--- src/rtl/digital_tube_rx.sv ---
// Receive side of a 4-digit multiplexed 7-segment bus: debounces each scan slot, decodes it
// and emits whole frames. Optional error counter under DIGITAL_TUBE_RX_ERR_CNT_EN.
module digital_tube_rx #(
    parameter int STABLE_CYC  = 4,
    parameter int TIMEOUT_CYC = 4096
) (
    input  logic       clk,
    input  logic       rstn,
    input  logic [3:0] csn,
    input  logic [6:0] abcdefg,
    output logic [3:0] single_digit,
    output logic [3:0] ten_digit,
    output logic [3:0] hundred_digit,
    output logic [3:0] kilo_digit,
    output logic       frame_vld,
    output logic       seg_err,
    output logic       csn_err,
    output logic [7:0] err_cnt
);

    localparam logic [7:0]  STAB_MAX = 8'(STABLE_CYC);
    localparam logic [7:0]  STAB_ACC = 8'(STABLE_CYC - 1);
    localparam logic [15:0] TMO_LAST = 16'(TIMEOUT_CYC - 1);

    logic [3:0]      csn_q, csn_p_q;
    logic [6:0]      seg_q, seg_p_q;
    logic            primed_q;
    logic [7:0]      stab_q, stab_d;
    logic [3:0]      mask_q, mask_d;
    logic [15:0]     tmo_q, tmo_d;
    logic [3:0][3:0] shadow_q, shadow_d;
    logic [3:0][3:0] digit_q, digit_d;
    logic            frame_vld_q, frame_vld_d;
    logic            seg_err_q, seg_err_d;
    logic            csn_err_q, csn_err_d;

    logic       onehot, multi, changed, sel, complete, dec_ok;
    logic [3:0] dec_val;

    function automatic logic [4:0] dec7(input logic [6:0] s);
        case (s)
            7'h7E: dec7 = 5'h10; 7'h30: dec7 = 5'h11; 7'h6D: dec7 = 5'h12; 7'h79: dec7 = 5'h13;
            7'h33: dec7 = 5'h14; 7'h5B: dec7 = 5'h15; 7'h5F: dec7 = 5'h16; 7'h70: dec7 = 5'h17;
            7'h7F: dec7 = 5'h18; 7'h7B: dec7 = 5'h19; 7'h77: dec7 = 5'h1A; 7'h1F: dec7 = 5'h1B;
            7'h4E: dec7 = 5'h1C; 7'h3D: dec7 = 5'h1D; 7'h4F: dec7 = 5'h1E; 7'h47: dec7 = 5'h1F;
            default: dec7 = 5'h00;
        endcase
    endfunction

    always_comb begin
        onehot   = ($countones(~csn_q) == 1);
        // The all-zero reset value of csn_q is not a real bus sample; keep it out of csn_err.
        multi    = primed_q && ($countones(~csn_q) >= 2);
        changed  = ({csn_q, seg_q} != {csn_p_q, seg_p_q});
        {dec_ok, dec_val} = dec7(seg_q);
        complete = (mask_q == 4'hF);

        stab_d = stab_q;
        if (changed || !onehot)      stab_d = '0;
        else if (stab_q < STAB_MAX)  stab_d = stab_q + 8'd1;
        // stab_d counts the current cycle, so this fires once per stable period.
        sel = onehot && (stab_d == STAB_ACC);

        mask_d      = complete ? 4'h0 : mask_q;
        shadow_d    = shadow_q;
        digit_d     = complete ? shadow_q : digit_q;
        frame_vld_d = complete;
        seg_err_d   = sel && !dec_ok;
        csn_err_d   = multi;
        tmo_d       = '0;

        if (sel) begin
            mask_d = mask_d | ~csn_q;
            if (dec_ok)
                for (int i = 0; i < 4; i++)
                    if (!csn_q[i]) shadow_d[i] = dec_val;
        end else if (!complete && mask_q != 4'h0) begin
            if (tmo_q == TMO_LAST) mask_d = 4'h0;
            else                   tmo_d  = tmo_q + 16'd1;
        end
    end

    always_ff @(posedge clk or negedge rstn) begin
        if (!rstn) begin
            csn_q       <= '0;
            seg_q       <= '0;
            csn_p_q     <= '0;
            seg_p_q     <= '0;
            primed_q    <= 1'b0;
            stab_q      <= '0;
            mask_q      <= '0;
            tmo_q       <= '0;
            shadow_q    <= '0;
            digit_q     <= '0;
            frame_vld_q <= 1'b0;
            seg_err_q   <= 1'b0;
            csn_err_q   <= 1'b0;
        end else begin
            csn_q       <= csn;
            seg_q       <= abcdefg;
            csn_p_q     <= csn_q;
            seg_p_q     <= seg_q;
            primed_q    <= 1'b1;
            stab_q      <= stab_d;
            mask_q      <= mask_d;
            tmo_q       <= tmo_d;
            shadow_q    <= shadow_d;
            digit_q     <= digit_d;
            frame_vld_q <= frame_vld_d;
            seg_err_q   <= seg_err_d;
            csn_err_q   <= csn_err_d;
        end
    end

    assign single_digit  = digit_q[0];
    assign ten_digit     = digit_q[1];
    assign hundred_digit = digit_q[2];
    assign kilo_digit    = digit_q[3];
    assign frame_vld     = frame_vld_q;
    assign seg_err       = seg_err_q;
    assign csn_err       = csn_err_q;

`ifdef DIGITAL_TUBE_RX_ERR_CNT_EN
    logic [7:0] err_cnt_q, err_cnt_d;
    logic [8:0] err_sum;

    always_comb begin
        err_sum   = {1'b0, err_cnt_q} + 9'(seg_err_q) + 9'(csn_err_q);
        err_cnt_d = (err_sum > 9'd255) ? 8'hFF : err_sum[7:0];
    end

    always_ff @(posedge clk or negedge rstn) begin
        if (!rstn) err_cnt_q <= '0;
        else       err_cnt_q <= err_cnt_d;
    end

    assign err_cnt = err_cnt_q;
`else
    assign err_cnt = 8'd0;
`endif

endmodule
--- config.mk ---
export PLATFORM = sky130hd
export DESIGN_NAME = digital_tube_rx
export DESIGN_NICKNAME = d
export VERILOG_FILES = /design/src/rtl/digital_tube_rx.sv
export SDC_FILE = /design/constraint.sdc
export NUM_CORES = 1
export LEC_CHECK = 0
export ABC_CLOCK_PERIOD_IN_PS = 5000
export BUFFER_PORTS_ARGS = -buffer_cell sky130_fd_sc_hd__buf_4
export CAP_MARGIN = 30
export CORE_UTILIZATION = 33
export CTS_CLUSTER_SIZE = 10
export DETAILED_ROUTE_END_ITERATION = 16
export PLACE_DENSITY = 0.57
export SKIP_LAST_GASP = 1
export SLEW_MARGIN = 25
export SYNTH_ARGS = -nofsm -noshare
export SYNTH_HDL_FRONTEND = slang
export SYNTH_SLANG_ARGS = --single-unit
--- constraint.sdc ---
create_clock -name clk -period 5 [get_ports clk]
set_input_delay 0.25 -clock clk [delete_from_list [all_inputs] [get_ports clk]]
set_output_delay 0.25 -clock clk [all_outputs]
set_load 0.02 [all_outputs]
==> metrics.cfg, run 1 <==
[synthesis]
synth_area_mm2=0.00386
dominantRegCellSynth=dfrtp_1
synth_fa_ha_area_share_pct=2.14
compound_cell_area_share_of_the_yosys_netlist_pct=7.56
synth_edf_count=0
syn-instance-count=359
seq_area_frac_synth_pct=55.8
synthMuxAreaShare_pct=3.50
post_synth_and_or_nand_nor_area_fraction_pct=21.1
synth.avg_cell_area_um2=10.7
yosysUniqueCellTypes=56
async_reset_ff_share_pct=100
ys_seq_elements=86
yosysTopAreaCell=dfrtp_1
yosysWarnings=0
largest_family_of_logic_cells_by_synthesized_area=simple AND/OR/NAND/NOR gates
yosys-top-cells-area=dfrtp_1 56%, nand2_1 6.2%, xnor2_1 3.9%
xor_and_xnor_fraction_of_the_mapped_netlist_area_pct=5.91
netlist.area_leader.share_pct=55.8

[sta]
timing_max_transition_violations_final=0
setup-violations-final=0
setup_slack_ns=1.47
fin_skew_ns=0.00537
post-route-period-util_pct=70.6
rsz0062_at_grt=false
timing.final.crit_period_ns=3.53
fin_hold_ws_ns=-0.0335
fin_tns_setup_ns=0
final_hold_viol_count=77
worstMarginPinSlew_ns=0.917
slew-limit-headroom_pct=38.4
fmax_ghz=0.283

[floorplan]
row_count=39
start_util_pct=33.8
chipHeight_um=110
io-pin-count=40
design.core.area_mm2=0.0114
design.die.area_mm2=0.0121
die-width_um=110

[layout]
layout.cells.non_filler=536
total_number_of_nets_in_the_final_design=407
drive_gt1_share_pct=19.1
final_common_cell=dfrtp_1
leading_cell_types_in_the_layout_fill_and_taps_excluded=86 x dfrtp_1, 64 x nand2_1, 31 x buf_4
post-route-util_pct=39.3
num_antenna_cells=0
area_growth_pct=16.3

[pwr]
p_sw_uw=325
p_per_area_mw_per_mm2=318
p_leak_uw=0.00204
power.ir.vdd_worst_mv=0.234
pwr-share-comb_pct=5.2
p_clk_share_pct=44.0
sequential_share_of_power_pct=50.9
internal_power_uw=1100
switching_share_pct=22.8

[place]
placer_congestion_estimate=0.752
post-dp-hpwl_um=4960
place_ws_ns=1.47
placed_cells=519
number_of_buffers_added_on_ports=31

[setup_path]
critical-path-top-delay-family=simple AND/OR/NAND/NOR gates
crit_required_ns=5.22
crit_chain=fa_1, inv_1, ha_1, inv_1, ha_1, nor3b_2, nand4_2, or4_4, a311oi_2, mux2_2
timing.critical_path.buf_inv=2
timing.setup.critical_path_class=reg -> reg
worst-path-max-fanout=5
crit_arrival_ns=3.75
crit_path_start_kind=flop
crit_path_end_kind=flop
ff2ff_setup_slack_ns=1.47
critical_path.slowest_cell=or4_4
cpPeakStageDelay_ns=0.61

[route]
detail_route.wirelength.met1_um=3460
met3_wirelength_um=273
routedWlPerCell_um=13.5
detail_route.drc_violations=0
antenna_violation_net_count_after_detailed_routing=0
vias=2607
drt_pass1_iterations=4
highest_layer=met4
detail_route.wirelength_um=7240
met2WireLength_um=3390
initialDrtViolationCount=83
post_drt_via_cell_ratio=4.86

[cts]
cts_max_path_buffers=2
cts_htree_levels=3
clock_pin_slew_on_the_worst_setup_and_hold_paths_ns=0.06
cts-buffers-inserted=9
cts_root_buf=clkbuf_16
tritoncts_clock_tree=done
cts.repair_timing.setup_buffer_count=0
cts-hold-fix-buffers=0
clock_sinks=86
clk-insertion-delay-late_ns=0.34
cts-resized-gates=0

[global_routing]
grt_remaining_overflow=0
first_global_vias=2440
grt_pass1_wl_um=12100
grt_use_total_pct=13.2
grt_max_degree=87
number_of_antenna_violations_at_the_first_check_in_global_routing=0

[flow_run]
cap_violations=0

[outcome]
violations=hold timing
run_status=finished with violations

[worst_hold_path]
hold_path.class=in -> async

[layout make-up]
| class | instances | area [µm²] |
|---|---|---|
| Fill cell | 1165 | 6930 |
| Sequential cell | 86 | 2150 |
| Clock inverter | 4 | 31.3 |
| Clock buffer | 12 | 256 |
| Timing Repair Buffer | 33 | 249 |
| Tap cell | 143 | 179 |
| Inverter | 9 | 33.8 |
| Multi-Input combinational cell | 249 | 1580 |
[cells by family after synthesis]
logic type / count (synthesis)
buf+inv: 31
simple gates: 159
other cells: 2
fa+ha+maj: 6
mux: 12
compound gates: 37
xor+xnor: 26
flops: 86
[per-layer routing]
layer / up-vias / track usage, %
li1: 1279 / -
met1: 1261 / 17.3
met2: 59 / 20.6
met3: 8 / 3.82
met4: 0 / 5.17
met5: - / 0
[power by group through the flow]
stage	logic (µW)	clock network (µW)	registers (µW)
finish	73.5	626	725
CTS	75.6	649	725
global placement	73.8	0	738
global route	84.0	673	727
detailed placement	75.2	0	738
floorplan	55.8	0	727
[stage by stage]
stage | area (µm²) | total power, µW
4_1_cts | 4480 | 1450
5_1_grt | 4480 | 1480
3_5_place_dp | 4190 | 813
2_1_floorplan | 3880 | 783
6_report | 4480 | 1420
3_3_place_gp | 4190 | 812
[synth_stat cells, drive strengths merged (2+ instances only)]
cell / n
nor4b: 2
clkbuf: 12
conb: 2
a311oi: 4
nand3b: 3
or3b: 3
a31oi: 2
ha: 5
xor2: 9
o21ai: 3
o22a: 4
mux2: 12
buf: 10
or4: 3
nor2b: 2
nand4: 10
nor3b: 3
a21boi: 2
nor3: 6
a21oi: 9
inv: 8
nand2: 64
nor4: 6
nand3: 15
and3: 4
nand4b: 2
xnor2: 17
dfrtp: 86
and2: 6
nand2b: 4
nor2: 25
[final timing paths]
kind,start,endpoint,cells past startpoint
worst max-delay path,csn_q[0]$_DFF_PN0_,shadow_q[5]$_DFFE_PN0P_,10
worst min-delay path,rstn,tmo_q[5]$_DFF_PN0_,1
worst max register to register,csn_q[0]$_DFF_PN0_,shadow_q[5]$_DFFE_PN0P_,10
worst min register to register,shadow_q[5]$_DFFE_PN0P_,ten_digit[1]$_DFFE_PN0P_,2
max in group asynchronous,rstn,shadow_q[0]$_DFFE_PN0P_,1
min in group clk,csn[2],csn_q[2]$_DFF_PN0_,1
[registers in the layout, indices dropped and copies added (netlist names)]
name           cells
seg_q              7
seg_p_q            7
ten_digit          4
frame_vld          1
tmo_q             16
seg_err            1
primed_q           1
csn_p_q            4
kilo_digit         4
csn_err            1
single_digit       4
stab_q             8
hundred_digit      4
mask_q             4
shadow_q          16
csn_q              4
Power figures use the tool's default switching activity.
==> inputs of run 2 (changes only) <==
Settings changed: ABC_CLOCK_PERIOD_IN_PS 5000 to 3240, PLACE_DENSITY 0.57 to 0.59.
Clock period 5 ns to 3.24 ns, I/O delays scaled along.
==> run 2 against run 1 <==
The flow finishes with violations (setup timing). Final cell count grew 5.4%. Critical endpoint is now shadow_q[0]$_DFFE_PN0P_. Clock-buffer cell count did not move. Fmax increased by 7.2%. Sequential cell count unchanged.
==> metrics.cfg, run 2 (synthesis gave the netlist of run 1 again) <==
[layout]
area_growth_pct=25.5
final_common_cell=dfrtp_1
drive_gt1_share_pct=22.7  ; +3.7 points
total_number_of_nets_in_the_final_design=436  ; +7.1%
n_fill_cell=1101  ; -5.5%
post-route-util_pct=42.4  ; +3.1 points
num_antenna_cells=0  ; unchanged
leading_cell_types_in_the_layout_fill_and_taps_excluded=86 x dfrtp_1, 64 x nand2_1, 48 x buf_4
layout_top_registers=shadow_q x16, tmo_q x16, stab_q x8

[setup_path]
timing.setup.critical_path_class=reg -> reg
worst-path-max-fanout=4  ; -1
crit_path_end_kind=flop
worstRegToRegCells=11  ; +1
crit_required_ns=3.46  ; -1.76 ns
crit_arrival_ns=3.52  ; -0.23 ns
crit_path_start_kind=flop

[global_routing]
grt_use_total_pct=14.4  ; +1.2 points
grt_pass1_wl_um=13000  ; +7.4%
first_global_vias=2657  ; +8.9%
number_of_antenna_violations_at_the_first_check_in_global_routing=0  ; unchanged
m2_gr_usage_pct=22.7  ; +2.1 points
use_met3_pct=4.76  ; +0.94 points
grt_remaining_overflow=0  ; unchanged
grt_use_met1_pct=18.6  ; +1.2 points
busiest_layer=met2
grt_max_degree=52  ; -40%

[floorplan]
design.die.area_mm2=0.0121  ; unchanged
io-pin-count=40  ; unchanged
start_util_pct=33.8  ; unchanged
row_count=39  ; unchanged
die-width_um=110  ; unchanged
design.core.area_mm2=0.0114  ; unchanged
chipHeight_um=110  ; unchanged

[sta]
timing_max_transition_violations_final=0  ; unchanged
fin_tns_setup_ns=-0.367  ; -0.367 ns
fin_skew_ns=0.00980  ; +0.00443 ns
slew-limit-headroom_pct=41.4  ; +3.0 points
final_hold_viol_count=0  ; -100%
timing.final.crit_period_ns=3.29  ; -0.237 ns
rsz0062_at_grt=true
fmax_ghz=0.304  ; +7.2%
worstMarginPinSlew_ns=0.879  ; -0.0382 ns
setup-violations-final=12  ; +12
setup_slack_ns=-0.0539  ; -1.52 ns
post-route-period-util_pct=102  ; +31 points

[pwr]
sequential_share_of_power_pct=49.2  ; -1.7 points
p_sw_uw=524  ; +61%
pwr-share-comb_pct=6.8  ; +1.6 points
p_leak_uw=0.00222  ; +8.9%
p_per_area_mw_per_mm2=469  ; +48%
p_clk_share_pct=44.0  ; about the same
power.ir.vdd_worst_mv=0.340  ; +45%
internal_power_uw=1750  ; +59%
switching_share_pct=23.1  ; +0.29 points

[place]
number_of_buffers_added_on_ports=31  ; unchanged
post-dp-hpwl_um=5250  ; +5.8%
placer_congestion_estimate=0.781  ; +3.8%

[flow_run]
cap_violations=0  ; unchanged

[worst_hold_path]
hold_path.class=in -> async

[route]
initialDrtViolationCount=142  ; +71%
vias=2744  ; +5.3%
routedWlPerCell_um=13.8  ; +1.8%
antenna_violation_net_count_after_detailed_routing=0  ; unchanged
detail_route.drc_violations=0  ; unchanged
drt_pass1_iterations=4  ; unchanged
post_drt_via_cell_ratio=4.86  ; -0.15%
detail_route.wirelength_um=7780  ; +7.3%

[cts]
clock_pin_slew_on_the_worst_setup_and_hold_paths_ns=0.07  ; about the same
clk-insertion-delay-late_ns=0.34  ; about the same
clock_sinks=86  ; unchanged
cts_root_buf=clkbuf_16
cts-buffers-inserted=9  ; unchanged
tritoncts_clock_tree=done
cts_max_path_buffers=2  ; unchanged
cts_htree_levels=3  ; unchanged

[outcome]
violations=setup timing
run_status=finished with violations

run 2: power groups by stage:
stage	registers, µW	clock network [µW]	logic (µW)
after floorplan	1120	0	86.5
after global placement	1140	0	124
after detailed placement	1140	0	131
after CTS	1120	1030	151
after global routing	1120	1070	173
final	1120	999	154
run 2: area by class of cell:
class | instances | area (µm²) | area share (%)
Clock inverter | 4 | 30.0 | 0.620
Timing Repair Buffer | 62 | 528 | 10.9
Tap cell | 143 | 179 | 3.70
Sequential cell | 86 | 2150 | 44.5
Clock buffer | 12 | 267 | 5.51
Multi-Input combinational cell | 249 | 1650 | 34.1
Inverter | 9 | 33.8 | 0.698
run 2: timing repair:
item | 4_1_cts | 5_1_grt
buffers inserted | 4 | 2
setup endpoints to repair | 12 | 12
endpoints found under the hold margin | 46 | 0
pin swaps | 7 | 0
hold buffers | 12 | 0
resized for setup | 9 | 1
run 2: worst paths after layout:
check	startpoint	endpoint	slack (ns)
setup reg to reg	csn_q[3]$_DFF_PN0_	shadow_q[0]$_DFFE_PN0P_	-0.05
max in group asynchronous	rstn	shadow_q[5]$_DFFE_PN0P_	2.30
setup / recovery	csn_q[3]$_DFF_PN0_	shadow_q[0]$_DFFE_PN0P_	-0.05
min in group clk	abcdefg[5]	seg_q[5]$_DFF_PN0_	0.47
hold reg to reg	shadow_q[10]$_DFFE_PN0P_	hundred_digit[2]$_DFFE_PN0P_	0.47
hold / removal	rstn	stab_q[7]$_DFF_PN0_	0.33
run 2: metrics by stage:
stage	hold slack, ns	setup WS (ns)	instances	instance area [µm²]	total power, µW
floorplan	-0.134	-0.00723	366	3890	1210
global placement	0.272	-0.00577	530	4290	1260
detailed placement	0.158	-0.110	531	4320	1270
CTS	0.334	-0.0225	563	4820	2300
global route	0.402	-0.146	565	4840	2370
finish	0.325	-0.0539	565	4840	2270
run 2: routing by layer:
metal	share of wire, %	up-vias
li1	-	1333
met2	48	56
met3	4.0	11
met4	1.4	0
met1	46	1344
met5	0	-
run 2: worst max-delay path: stages, from the launching register on:
cell	delay (ns)
dfrtp_1	0.40
fa_1	0.55
inv_1	0.05
ha_2	0.17
inv_2	0.06
ha_4	0.20
nor3b_4	0.18
buf_4	0.16
nand4_4	0.08
or4_4	0.63
a311oi_4	0.33
mux2_2	0.38
